## config.mk

```make
export PLATFORM = sky130hd
export DESIGN_NAME = lane_cfg_sequencer
export DESIGN_NICKNAME = d
export VERILOG_FILES = /design/src/rtl/lane_cfg_pkg.sv /design/src/rtl/lane_cfg_shadow.sv /design/src/rtl/lane_cfg_sequencer.sv
export SDC_FILE = /design/constraint.sdc
export NUM_CORES = 1
export LEC_CHECK = 0
export BUFFER_PORTS_ARGS = -buffer_cell sky130_fd_sc_hd__buf_2
export CORE_UTILIZATION = 57
export CTS_BUF_LIST = sky130_fd_sc_hd__clkbuf_8 sky130_fd_sc_hd__clkbuf_16
export DETAILED_ROUTE_END_ITERATION = 16
export HOLD_SLACK_MARGIN = 0.08
export PLACE_DENSITY_LB_ADDON = 0.1
export SLEW_MARGIN = 10
export SYNTH_ARGS = -nofsm -noshare
export SYNTH_HDL_FRONTEND = slang
export SYNTH_SLANG_ARGS = --single-unit
```

## constraint.sdc

```tcl
create_clock -name clk -period 3.8 [get_ports clk]
set_clock_uncertainty 0.2 [all_clocks]
set_input_delay 0.19 -clock clk [delete_from_list [all_inputs] [get_ports clk]]
set_output_delay 0.19 -clock clk [all_outputs]
set_load 0.01 [all_outputs]
```

## src/rtl/lane_cfg_pkg.sv

```systemverilog
// Shared types and helpers for the lane configuration sequencer.
//   lane_cfg_state_e : controller state encoding
//   lane_idx_w()     : width of the serial lane index, max(1, clog2(lanes))
package lane_cfg_pkg;

  typedef enum logic [2:0] {
    IDLE   = 3'd0,
    LOAD   = 3'd1,
    COMMIT = 3'd2,
    CHECK  = 3'd3,
    DONE   = 3'd4
  } lane_cfg_state_e;

  function automatic int lane_idx_w(input int lanes);
    return (lanes <= 2) ? 1 : $clog2(lanes);
  endfunction

endpackage

```

## src/rtl/lane_cfg_shadow.sv

```systemverilog
// Shadow register that collects a per-lane pattern one bit at a time.
//   clk, rst : clock and synchronous active-high reset (clears the pattern)
//   clr      : synchronous clear at the start of a new load
//   wr_en    : write wr_bit into position wr_idx
//   shadow   : staged pattern, bit i belongs to lane i
module lane_cfg_shadow
  import lane_cfg_pkg::*;
#(
  parameter int LANES = 4
) (
  input  logic                         clk,
  input  logic                         rst,
  input  logic                         clr,
  input  logic                         wr_en,
  input  logic [lane_idx_w(LANES)-1:0] wr_idx,
  input  logic                         wr_bit,
  output logic [LANES-1:0]             shadow
);

  always_ff @(posedge clk) begin
    if (rst || clr) begin
      shadow <= '0;
    end else if (wr_en) begin
      shadow[wr_idx] <= wr_bit;
    end
  end

endmodule

```

## src/rtl/lane_cfg_sequencer.sv

```systemverilog
// Loads a per-lane bit pattern serially, commits it atomically to a lane
// array, then compares the lanes' returned outputs against what was driven.
//   clk, rst     : clock, synchronous active-high reset
//   start_i      : begin a new load (accepted only when idle)
//   bit_valid_i  : serial bit valid; bit_ready_o is high only while loading
//   bit_i        : serial bit, first accepted bit goes to lane 0
//   lane_data_o  : committed per-lane data driven to the lane array
//   lane_o_i     : lane outputs returned for readback
//   busy_o       : high whenever not idle
//   done_o       : one-cycle completion pulse
//   err_o        : sticky readback mismatch, cleared on an accepted start
module lane_cfg_sequencer
  import lane_cfg_pkg::*;
#(
  parameter int               LANES         = 4,
  parameter logic [LANES-1:0] RESET_PATTERN = LANES'('hA),
  parameter int               CHECK_WAIT    = 1
) (
  input  logic             clk,
  input  logic             rst,
  input  logic             start_i,
  input  logic             bit_valid_i,
  input  logic             bit_i,
  output logic             bit_ready_o,
  output logic [LANES-1:0] lane_data_o,
  input  logic [LANES-1:0] lane_o_i,
  output logic             busy_o,
  output logic             done_o,
  output logic             err_o
);

  localparam int               IDX_W     = lane_idx_w(LANES);
  localparam logic [IDX_W-1:0] LAST_IDX  = IDX_W'(LANES - 1);
  localparam logic [3:0]       WAIT_LAST = 4'(CHECK_WAIT - 1);

  lane_cfg_state_e  state_q, state_d;
  logic [IDX_W-1:0] lane_idx_q;
  logic [3:0]       wait_cnt_q;
  logic [LANES-1:0] shadow;
  logic             start_acc;
  logic             handshake;
  logic             check_last;

  assign start_acc  = (state_q == IDLE) && start_i;
  assign handshake  = (state_q == LOAD) && bit_valid_i;
  assign check_last = (state_q == CHECK) && (wait_cnt_q == WAIT_LAST);

  assign bit_ready_o = (state_q == LOAD);
  assign busy_o      = (state_q != IDLE);
  assign done_o      = (state_q == DONE);

  lane_cfg_shadow #(
    .LANES (LANES)
  ) u_shadow (
    .clk    (clk),
    .rst    (rst),
    .clr    (start_acc),
    .wr_en  (handshake),
    .wr_idx (lane_idx_q),
    .wr_bit (bit_i),
    .shadow (shadow)
  );

  always_ff @(posedge clk) begin
    if (rst) begin
      state_q <= IDLE;
    end else begin
      state_q <= state_d;
    end
  end

  always_comb begin
    state_d = state_q;
    case (state_q)
      IDLE:    if (start_i) state_d = LOAD;
      LOAD:    if (bit_valid_i && (lane_idx_q == LAST_IDX)) state_d = COMMIT;
      COMMIT:  state_d = CHECK;
      CHECK:   if (wait_cnt_q == WAIT_LAST) state_d = DONE;
      DONE:    state_d = IDLE;
      default: state_d = IDLE;
    endcase
  end

  // Lane data is only ever replaced whole at COMMIT, so the lane array
  // never sees a partially loaded pattern.
  always_ff @(posedge clk) begin
    if (rst) begin
      lane_idx_q  <= '0;
      wait_cnt_q  <= '0;
      err_o       <= 1'b0;
      lane_data_o <= RESET_PATTERN;
    end else begin
      if (start_acc) begin
        lane_idx_q <= '0;
        err_o      <= 1'b0;
      end
      // Index saturates at the last lane; the transition out of LOAD
      // happens on that same handshake.
      if (handshake && (lane_idx_q != LAST_IDX)) begin
        lane_idx_q <= lane_idx_q + IDX_W'(1);
      end
      if (state_q == COMMIT) begin
        lane_data_o <= shadow;
        wait_cnt_q  <= '0;
      end
      if (state_q == CHECK) begin
        wait_cnt_q <= wait_cnt_q + 4'd1;
      end
      if (check_last && (lane_o_i != lane_data_o)) begin
        err_o <= 1'b1;
      end
    end
  end

endmodule

```

==> out/results.ini <==
[outcome]
status = finished clean

[cells_and_area]
fill_cells = 133
nets = 141
drive_gt1_share_pct = 20.2
seqCellArea_um2 = 360
multi_input_area_um2 = 553
stdcell_count = 140
stdcell_area_mm2 = 0.00111
area_delta_synth_final_pct = 15.9
n_antenna_cell = 0

[hold_path]
hp-start = rst
whs_path_depth = 2
hp-class = input pin to register
holdPathEnd = lane_data_o[0]$_SDFFE_PP0N_

[clock_tree]
cts_buffer_depth = 2
cts_made_buffers = 3
cts_setup_buffers = 0
clkTransAtPathRegs_ns = 0.06
root_buffer = clkbuf_8
worstSkewPairLatency_ns = 0.25
htree_levels = 1
clock-sinks = 18
cts_tree = done

[synthesis]
synth_cell_type_count = 37
yosysWarnings = 0
synth_top_family_by_area = simple AND/OR/NAND/NOR gates
synthXorXnorAreaFrac_pct = 3.66
ys_async_sr_fraction_pct = 0
ys_seq_area_share_pct = 37.6
synth_largest_area_cell = dfxtp_1
syn_area_um2 = 958
synth_ff_type = dfxtp_1
synth-seq-cells = 18
synthTopCellsByCount = 18 x dfxtp_1, 8 x a21oi_1, 6 x ha_1, 6 x inv_1, 6 x nand2_1
synth-compound-area-share_pct = 21.1
syn_inst = 106
yosysTopAreaCellShare_pct = 37.6
syn_nets = 121
avgSynthCellArea_um2 = 9.04
yosysMostFrequentCell = dfxtp_1
synth_edf_count = 0
synth-adder-area-share_pct = 7.83
yosys-top-cells-area = dfxtp_1 38%, ha_1 7.8%, a21oi_1 4.2%
yosys.area_share.simple_pct = 25.1
synth_mux_area_share_pct = 0

[pwr]
fin_total_pwr_mw = 0.399
sequentialPowerShare_pct = 52.6
p_clk_share_pct = 32.0
combPwrFrac_pct = 15.4
intPower_mw = 0.296
netSwitchingFraction_pct = 25.9
power_density_mw_per_mm2 = 359
ir_drop_mv = 0.269
p_sw_mw = 0.103
p_leak_nw = 0.440

[die]
start_util_pct = 62.2
fp.dieW_um = 43.0
rows = 14
core_area_mm2 = 0.00154
io_pins = 17
die_height_um = 43.0
die_area_mm2 = 0.00185

[place]
dp_hpwl_mm = 1.32
placed_cells = 134
port_buffers = 16
placement.cell_area_mm2 = 0.00104
gp_congestion = 0.722

[critical_path]
worstRegToRegCells = 4
cp_max_fo = 15
cpLargestDelayFamily = flip-flops
r2r_slack_ns = 1.71
crit_type = register to register
startpoint_type = register
critPathRequiredTime_ns = 3.78
worstPathCellList = nor3b_1 > nand4_1 > dlygate4sd3_1 > a21boi_1
r2r_start = state_q[0]$_SDFFE_PP0P_
cpPeakStageDelay_ns = 0.61
critPathCaptureType = register
startpoint = state_q[0]$_SDFFE_PP0P_
crit_buf_inv = 1
slowest_stage = dfxtp_1
cp.arrival_ns = 2.07
r2r-end = u_shadow.shadow[3]$_SDFFE_PP0P_

[timing]
period_share_pct = 55.0
rsz0062_at_grt = false
hold_viol_final = 0
slew-limit-headroom_pct = 64.5
worst_pin_slew_ns = 0.532
period_needed_ns = 2.09
fin_hold_ws_ns = 0.0923
finalSetupViolCount = 0
fin_tns_setup_ns = 0
fmax_ghz = 0.479
timing.final.max_slew_violations = 0

[route]
wire_per_inst_um = 13.0
firstDrtPassIters = 4
vias = 826
totalWireLength_mm = 1.82
drtAntennaViolNets = 0
dr.first_iter.drc_count = 21
drc = 0
vias_per_cell = 5.90

[global_route]
grt_max_degree = 16
grt_pass1_vias = 780
grt_usage_pct = 23.3
globalRouteOverflowTotal = 0
grt_first_pass_wirelength_mm = 3.24
antenna_found_initial = 0

[run]
drv_cap = 0

kinds of logic after synthesis:
group,after synthesis
fa+ha+maj,6
compound gates,30
buf+inv,11
flops,18
simple gates,37
xor+xnor,4
metrics by stage:
stage	worst slack, ns	util, %
floorplan	2.30	-
global placement	2.14	67.5
detailed placement	2.09	67.5
CTS	1.72	72.1
global route	1.62	72.1
finish	1.71	72.1
worst max path at each step:
stage                                      end  depth (start not counted)
2_1_floorplan          state_q[1]$_SDFFE_PP0P_                          4
3_3_place_gp        wait_cnt_q[3]$_SDFFE_PP0P_                          3
3_5_place_dp        wait_cnt_q[3]$_SDFFE_PP0P_                          3
4_1_cts        u_shadow.shadow[3]$_SDFFE_PP0P_                          4
5_1_grt        u_shadow.shadow[3]$_SDFFE_PP0P_                          4
6_report       u_shadow.shadow[3]$_SDFFE_PP0P_                          4
cells in the final DEF, fill, tap and decap left out, drive strengths merged, types with 2 or more instances in the layout:
cell / netlist / final
nand2b: 4 / 4
o21a: 3 / 3
a211oi: 2 / 2
a31o: 3 / 3
nor3: 3 / 3
clkbuf: 1 / 3
inv: 7 / 7
a211o: 2 / 2
nand3: 2 / 2
xnor2: 4 / 4
nand4: 2 / 2
nor4bb: 2 / 2
and3: 4 / 4
nand2: 6 / 6
a21boi: 4 / 4
o21ai: 4 / 4
nor2b: 3 / 3
ha: 6 / 6
dlygate4sd3: 0 / 3
dfxtp: 18 / 18
buf: 3 / 16
nor3b: 3 / 3
a21oi: 8 / 8
registers in the layout, indices dropped and copies added, names as in the netlist:
| register | count |
|---|---|
| state_q | 3 |
| u_shadow.shadow | 4 |
| lane_data_o | 4 |
| err_o | 1 |
| lane_idx_q | 2 |
| wait_cnt_q | 4 |
power groups by stage:
stage / clock network (mW) / logic (mW) / registers [mW]
3_5_place_dp: 0 / 0.0594 / 0.214
5_1_grt: 0.140 / 0.0679 / 0.212
4_1_cts: 0.131 / 0.0615 / 0.210
3_3_place_gp: 0 / 0.0577 / 0.213
2_1_floorplan: 0 / 0.0457 / 0.208
6_report: 0.128 / 0.0613 / 0.210
layout make-up:
class,instances,area share (%)
multi-input cells,77,49.8
flip-flops and latches,18,32.4
repair buffers,19,9.91
clock buffers,3,3.72
inverters,7,2.36
well taps,16,1.80
what timing repair did:
item | CTS | global route
hold buffers | 3 | 0
hold endpoints to repair | 2 | 0
resized for setup | 0 | 0
worst register-to-register path: cells and delay by family (launching register included):
| family | cells | cell delay [ns] |
|---|---|---|
| buffers and inverters | 1 | 0.57 |
| AND/OR/NAND/NOR | 2 | 0.53 |
| flip-flops | 1 | 0.61 |
| AO/OA/AOI/OAI | 1 | 0.12 |
per-layer routing:
metal,vias up,global-route usage (%),routed length (um)
li1,422,-,-
met1,380,28.9,893
met2,19,38.5,818
met3,5,4.26,74
met4,0,11.5,36
met5,-,0,0
Note: power is estimated with default switching activity, not from simulation.
